==> src/rtl/uart_word_link_pkg.sv <==
// rtl/uart_word_link_pkg.sv - shared line-rate constants and FSM encodings for uart_word_link
package uart_word_link_pkg;

  localparam int unsigned DEF_CLK_FREQ = 50_000_000;
  localparam int unsigned DEF_BAUD     = 9600;

  // RX and TX walk the same four phases of an 8N1 frame
  localparam logic [1:0] ST_IDLE  = 2'd0;
  localparam logic [1:0] ST_START = 2'd1;
  localparam logic [1:0] ST_DATA  = 2'd2;
  localparam logic [1:0] ST_STOP  = 2'd3;

  function automatic int unsigned bit_cycles(input int unsigned clk_freq, input int unsigned baud);
    return clk_freq / baud;
  endfunction

  function automatic int unsigned half_cycles(input int unsigned bit_cyc);
    return bit_cyc / 2;
  endfunction

endpackage

==> src/rtl/uart_byte_rx.sv <==
// rtl/uart_byte_rx.sv - 8N1 byte receiver: synchroniser, start detect, LSB-first shift, stop check
module uart_byte_rx #(
  parameter int unsigned BIT_CYC  = 5208,
  parameter int unsigned HALF_CYC = 2604
) (
  input  logic       clk,
  input  logic       rst_n,
  input  logic       rx,
  output logic [7:0] byte_data,
  output logic       byte_valid
);
  import uart_word_link_pkg::*;

  localparam int unsigned   TW        = (BIT_CYC > 1) ? $clog2(BIT_CYC) : 1;
  localparam logic [TW-1:0] BIT_LAST  = TW'(BIT_CYC - 1);
  localparam logic [TW-1:0] HALF_LAST = TW'(HALF_CYC - 1);

  logic          rx_meta, rx_sync, rx_prev;
  logic [1:0]    state;
  logic [TW-1:0] timer;
  logic [2:0]    bit_idx;
  logic [7:0]    shreg;
  logic          fall, tick_half, tick_bit;

  assign fall      = rx_prev & ~rx_sync;
  assign tick_half = (timer == HALF_LAST);
  assign tick_bit  = (timer == BIT_LAST);

  always_ff @(posedge clk or negedge rst_n) begin
    if (!rst_n) begin
      rx_meta <= 1'b1;
      rx_sync <= 1'b1;
      rx_prev <= 1'b1;
    end else begin
      rx_meta <= rx;
      rx_sync <= rx_meta;
      rx_prev <= rx_sync;
    end
  end

  always_ff @(posedge clk or negedge rst_n) begin
    if (!rst_n) begin
      state   <= ST_IDLE;
      timer   <= '0;
      bit_idx <= '0;
      shreg   <= '0;
    end else begin
      case (state)
        ST_IDLE: begin
          if (fall) begin
            state <= ST_START;
            timer <= '0;
          end
        end
        ST_START: begin
          // a line back high at mid start bit was a glitch, not a frame
          if (tick_half) begin
            timer   <= '0;
            bit_idx <= '0;
            state   <= rx_sync ? ST_IDLE : ST_DATA;
          end else begin
            timer <= timer + 1'b1;
          end
        end
        ST_DATA: begin
          if (tick_bit) begin
            timer   <= '0;
            shreg   <= {rx_sync, shreg[7:1]};
            bit_idx <= bit_idx + 1'b1;
            if (bit_idx == 3'd7) state <= ST_STOP;
          end else begin
            timer <= timer + 1'b1;
          end
        end
        default: begin
          // leaving at mid stop bit lets the next start edge be caught
          if (tick_bit) begin
            timer <= '0;
            state <= ST_IDLE;
          end else begin
            timer <= timer + 1'b1;
          end
        end
      endcase
    end
  end

  assign byte_data  = shreg;
  assign byte_valid = (state == ST_STOP) && tick_bit && rx_sync;

endmodule

==> src/rtl/uart_word_link.sv <==
// rtl/uart_word_link.sv - 8N1 UART moving 32-bit words as four MSB-byte-first frames
module uart_word_link #(
  parameter int unsigned CLK_FREQ = uart_word_link_pkg::DEF_CLK_FREQ,
  parameter int unsigned BAUD     = uart_word_link_pkg::DEF_BAUD
) (
  input  logic        sys_clk,
  input  logic        rst_n,
  input  logic        uart_rx,
  output logic        uart_tx,
  output logic [31:0] uart_rx_reg,
  output logic        uart_rx_ready,
  input  logic [31:0] uart_tx_reg,
  input  logic        uart_tx_en
);
  import uart_word_link_pkg::*;

  localparam int unsigned   BIT_CYC  = bit_cycles(CLK_FREQ, BAUD);
  localparam int unsigned   HALF_CYC = half_cycles(BIT_CYC);
  localparam int unsigned   TW       = (BIT_CYC > 1) ? $clog2(BIT_CYC) : 1;
  localparam logic [TW-1:0] BIT_LAST = TW'(BIT_CYC - 1);

  logic [7:0]  rx_byte;
  logic        rx_byte_valid;
  logic [1:0]  byte_cnt;
  logic [23:0] word_acc;

  uart_byte_rx #(
    .BIT_CYC  (BIT_CYC),
    .HALF_CYC (HALF_CYC)
  ) u_byte_rx (
    .clk        (sys_clk),
    .rst_n      (rst_n),
    .rx         (uart_rx),
    .byte_data  (rx_byte),
    .byte_valid (rx_byte_valid)
  );

  // framed-bad bytes never reach here, so the count only tracks good bytes
  always_ff @(posedge sys_clk or negedge rst_n) begin
    if (!rst_n) begin
      byte_cnt      <= '0;
      word_acc      <= '0;
      uart_rx_reg   <= '0;
      uart_rx_ready <= 1'b0;
    end else begin
      uart_rx_ready <= 1'b0;
      if (rx_byte_valid) begin
        if (byte_cnt == 2'd3) begin
          uart_rx_reg   <= {word_acc, rx_byte};
          uart_rx_ready <= 1'b1;
        end else begin
          word_acc <= {word_acc[15:0], rx_byte};
        end
        byte_cnt <= byte_cnt + 1'b1;
      end
    end
  end

  logic [1:0]    tx_state;
  logic [TW-1:0] tx_timer;
  logic [2:0]    tx_bit;
  logic [1:0]    tx_byte;
  logic [7:0]    tx_shift;
  logic [23:0]   tx_rest;
  logic          tx_tick;

  assign tx_tick = (tx_timer == BIT_LAST);

  always_ff @(posedge sys_clk or negedge rst_n) begin
    if (!rst_n) begin
      tx_state <= ST_IDLE;
      tx_timer <= '0;
      tx_bit   <= '0;
      tx_byte  <= '0;
      tx_shift <= '0;
      tx_rest  <= '0;
      uart_tx  <= 1'b1;
    end else begin
      case (tx_state)
        ST_IDLE: begin
          if (uart_tx_en) begin
            tx_shift <= uart_tx_reg[31:24];
            tx_rest  <= uart_tx_reg[23:0];
            tx_byte  <= '0;
            tx_timer <= '0;
            uart_tx  <= 1'b0;
            tx_state <= ST_START;
          end
        end
        ST_START: begin
          if (tx_tick) begin
            tx_timer <= '0;
            tx_bit   <= '0;
            uart_tx  <= tx_shift[0];
            tx_state <= ST_DATA;
          end else begin
            tx_timer <= tx_timer + 1'b1;
          end
        end
        ST_DATA: begin
          if (tx_tick) begin
            tx_timer <= '0;
            tx_bit   <= tx_bit + 1'b1;
            if (tx_bit == 3'd7) begin
              uart_tx  <= 1'b1;
              tx_state <= ST_STOP;
            end else begin
              uart_tx  <= tx_shift[1];
              tx_shift <= {1'b0, tx_shift[7:1]};
            end
          end else begin
            tx_timer <= tx_timer + 1'b1;
          end
        end
        default: begin
          // next frame's start bit follows the stop bit with no idle gap
          if (tx_tick) begin
            tx_timer <= '0;
            if (tx_byte == 2'd3) begin
              tx_state <= ST_IDLE;
            end else begin
              tx_byte  <= tx_byte + 1'b1;
              tx_shift <= tx_rest[23:16];
              tx_rest  <= {tx_rest[15:0], 8'h00};
              uart_tx  <= 1'b0;
              tx_state <= ST_START;
            end
          end else begin
            tx_timer <= tx_timer + 1'b1;
          end
        end
      endcase
    end
  end

endmodule

==> config.mk <==
export PLATFORM = sky130hd
export DESIGN_NAME = uart_word_link
export DESIGN_NICKNAME = d
export VERILOG_FILES = /design/src/rtl/uart_word_link_pkg.sv /design/src/rtl/uart_byte_rx.sv /design/src/rtl/uart_word_link.sv
export SDC_FILE = /design/constraint.sdc
export NUM_CORES = 1
export LEC_CHECK = 0
export CAP_MARGIN = 10
export CORE_UTILIZATION = 58
export DETAILED_ROUTE_END_ITERATION = 10
export PLACE_DENSITY_LB_ADDON = 0.2
export SYNTH_ARGS = -nofsm -noshare
export SYNTH_HDL_FRONTEND = slang
export SYNTH_SLANG_ARGS = --single-unit
==> constraint.sdc <==
create_clock -name sys_clk -period 5.12 [get_ports sys_clk]
set_input_delay 0.768 -clock sys_clk [delete_from_list [all_inputs] [get_ports sys_clk]]
set_output_delay 0.768 -clock sys_clk [all_outputs]
set_load 0.005 [all_outputs]
==> flow_summary.json <==
{
  "totalNegativeSetupSlack_ns": 0,
  "largest_reg_flops": 32,
  "final_nets": 656,
  "n_antenna_cell": 0,
  "path_max_fanout": 43,
  "switchingPower_mw": 1.15,
  "die_area_mm2": 0.0115,
  "timing.clock.skew_ns": 0.00734,
  "yosys-top-cells-area": "dfrtp_1 53%, mux2_2 8.3%, nand2_1 3.7%, ha_1 3.5%, mux2_1 3.5%",
  "hp-class": "in -> async",
  "ant_nets": 0,
  "final_util_pct": 72.2,
  "internal-power_mw": 2.45,
  "num_rows": 38,
  "p_leak_nw": 3.57,
  "finalCritPeriodShare_pct": 57.3,
  "slew_headroom_pct": 30.1,
  "peakVddDrop_v": 0.000312,
  "ys_warn_count": 0,
  "finalHoldViolCount": 0,
  "clock_latency_ns": 0.52,
  "hpwl_um": 8370,
  "post-route-min-period_ns": 2.93,
  "post_cts_resize_count": 0,
  "clk_pin_slew_worst_paths_ns": 0.06,
  "drv_slew": 0,
  "switching_share_pct": 31.9,
  "worstSetupPathType": "reg -> reg",
  "die_w_um": 107,
  "end_kind": "flop",
  "finalSetupViolCount": 0,
  "ys.flop_type": "dfrtp_1",
  "crit_arrival_ns": 3.34,
  "grt_pass1_wl_um": 21300,
  "slowest_stage": "nand3_2",
  "powerDensity_mw_per_mm2": 461,
  "grt_pass1_vias": 4308,
  "wl_per_cell_um": 17.0,
  "antenna_found_initial": 0,
  "drt_pass1_iterations": 5,
  "yosysMostFrequentCell": "dfrtp_1",
  "yosysSeqAreaShare_pct": 55.1,
  "async_reset_ff_share_pct": 100,
  "cp-start-kind": "flop",
  "synth.area.mux_share_pct": 14.6,
  "max-clock-path-buffers": 2,
  "globalRouteTotalUtil_pct": 23.9,
  "ctsHtreeMaxLevel": 4,
  "vias": 4403,
  "cts_tree": "done",
  "gp_congestion": 0.861,
  "crit_required_ns": 5.52,
  "power_mw": 3.59,
  "p_clk_share_pct": 35.8,
  "max_clock_freq_mhz": 341,
  "crit_chain": "or4b_4, o31ai_4, nand3_2, a22o_1",
  "yosys.area.top_type": "dfrtp_1",
  "initial_core_util_pct": 59.4,
  "drtIter0Drc": 217,
  "drc_errors": 0,
  "status": "finished, final reports clean",
  "comb_power_share_pct": 25.1,
  "synth.cell_area_mm2": 0.00641,
  "core_area_mm2": 0.0108,
  "max_stage_delay_ns": 0.70,
  "synthSimpleGateAreaFrac_pct": 12.2,
  "viasPerCell": 5.83,
  "max_cap_violations": 0,
  "synth_common_cells": "137 x dfrtp_1, 63 x nand2_1, 47 x mux2_2",
  "crit_start": "tx_timer[5]$_DFFE_PN0N_",
  "grt_max_degree": 97,
  "drive_gt1_share_pct": 15.9,
  "die_y_um": 107,
  "cts_setup_buffers": 0,
  "synth_nets": 589,
  "synth_fa_ha_area_share_pct": 3.51,
  "p_seq_share_pct": 39.1,
  "tightest_slew_ns": 1.05,
  "synth_top_family_by_area": "multiplexers",
  "synth-compound-area-share_pct": 10.7,
  "numPortBuffers": 69,
  "rr_startpoint": "tx_timer[5]$_DFFE_PN0N_",
  "cts-root-buf": "clkbuf_8",
  "ys_ff_latch": 141,
  "grt_remaining_overflow": 0,
  "num_io_pins": 70,
  "rsz0062_at_grt": "no",
  "syn_avg_cell_area_um2": 12.0,
  "area_growth_pct": 21.6,
  "synth_edf_count": 0,
  "cts_sinks": 141,
  "postCtsHoldBufs": 0,
  "cts_buffers": 17,
  "wirelength_um": 12800,
  "ys_types": 59,
  "synth_xor_area_share_pct": 1.37,
  "synthCells": 535,
  "synth_top_area_share_pct": 53.5
}
-- worst paths after layout --
path / endpoint / slack (ns) / cells after the start
max: tx_rest[1]$_DFFE_PN0P_ / 2.19 / 4
min: tx_bit[0]$_DFFE_PN0P_ / 0.34 / 1
max reg2reg: tx_rest[1]$_DFFE_PN0P_ / 2.19 / 4
min reg2reg: u_byte_rx.rx_sync$_DFF_PN1_ / 0.36 / 0
max in group asynchronous: word_acc[16]$_DFFE_PN0P_ / 3.67 / 2
min in group sys_clk: u_byte_rx.rx_sync$_DFF_PN1_ / 0.36 / 0
-- cell families after synthesis --
family | after synthesis
compound gates | 101
xor+xnor | 10
fa+ha+maj | 18
buf+inv | 33
flops | 141
mux | 85
simple gates | 147
-- layout make-up --
type,count,area [um2]
Sequential cell,141,3530
Fill cell,759,3000
Multi-Input combinational cell,361,2710
Timing Repair Buffer,72,714
Clock buffer,17,414
Clock inverter,15,209
Tap cell,140,175
Inverter,9,33.8
-- stage by stage --
step	std cells	cell area (um2)	hold WS, ns	worst slack [ns]
CTS	755	7790	0.357	2.20
floorplan	535	6410	0.345	2.93
global placement	723	7170	0.346	2.28
finish	755	7790	0.336	2.19
detailed placement	723	7170	0.350	2.20
global route	755	7790	0.364	2.00
-- metal layers --
metal / up-vias / track usage, % / share of wire (%)
met4: 0 / 10.5 / 2.3
li1: 2076 / - / -
met1: 2196 / 31.3 / 45
met5: - / 0 / 0
met2: 104 / 38.5 / 49
met3: 27 / 5.23 / 3.8
-- cell usage in the layout, fill, tap and decap left out, types with 3 or more instances in the layout --
cell type and instances:
a22o_1 11, and2_1 3, nand4_1 7, nand4bb_1 5, mux2_1 20, inv_6 4, ha_1 18, clkbuf_16 16
dfrtp_1 137, buf_4 3, nor2b_1 3, nand2b_1 3, inv_1 9, xor2_1 5, and3_1 4, mux2_2 47
nand2_1 63, o21ai_0 42, nor2_1 25, clkdlybuf4s50_1 68, a31oi_1 10, mux2i_1 18, bufinv_16 4, nand3_1 9
o31ai_1 5, a22oi_1 9, xnor2_1 5, nor3_1 3, a21oi_1 7, dfstp_2 4, and4_1 3
-- critical path, delay by kind of cell, from the launching register on --
| kind | cells | cell delay, ns |
|---|---|---|
| AND/OR/NAND/NOR | 2 | 1.30 |
| AO/OA/AOI/OAI | 2 | 1.07 |
| flip-flops | 1 | 0.44 |
-- power by group through the flow --
stage | clock (mW) | combinational, mW | sequential [mW]
after floorplan | 0 | 0.716 | 1.39
after CTS | 1.31 | 0.907 | 1.41
after detailed placement | 0 | 0.895 | 1.42
after global placement | 0 | 0.853 | 1.41
final | 1.29 | 0.902 | 1.41
after global routing | 1.36 | 1.01 | 1.43
Power figures use the tool's default switching activity.
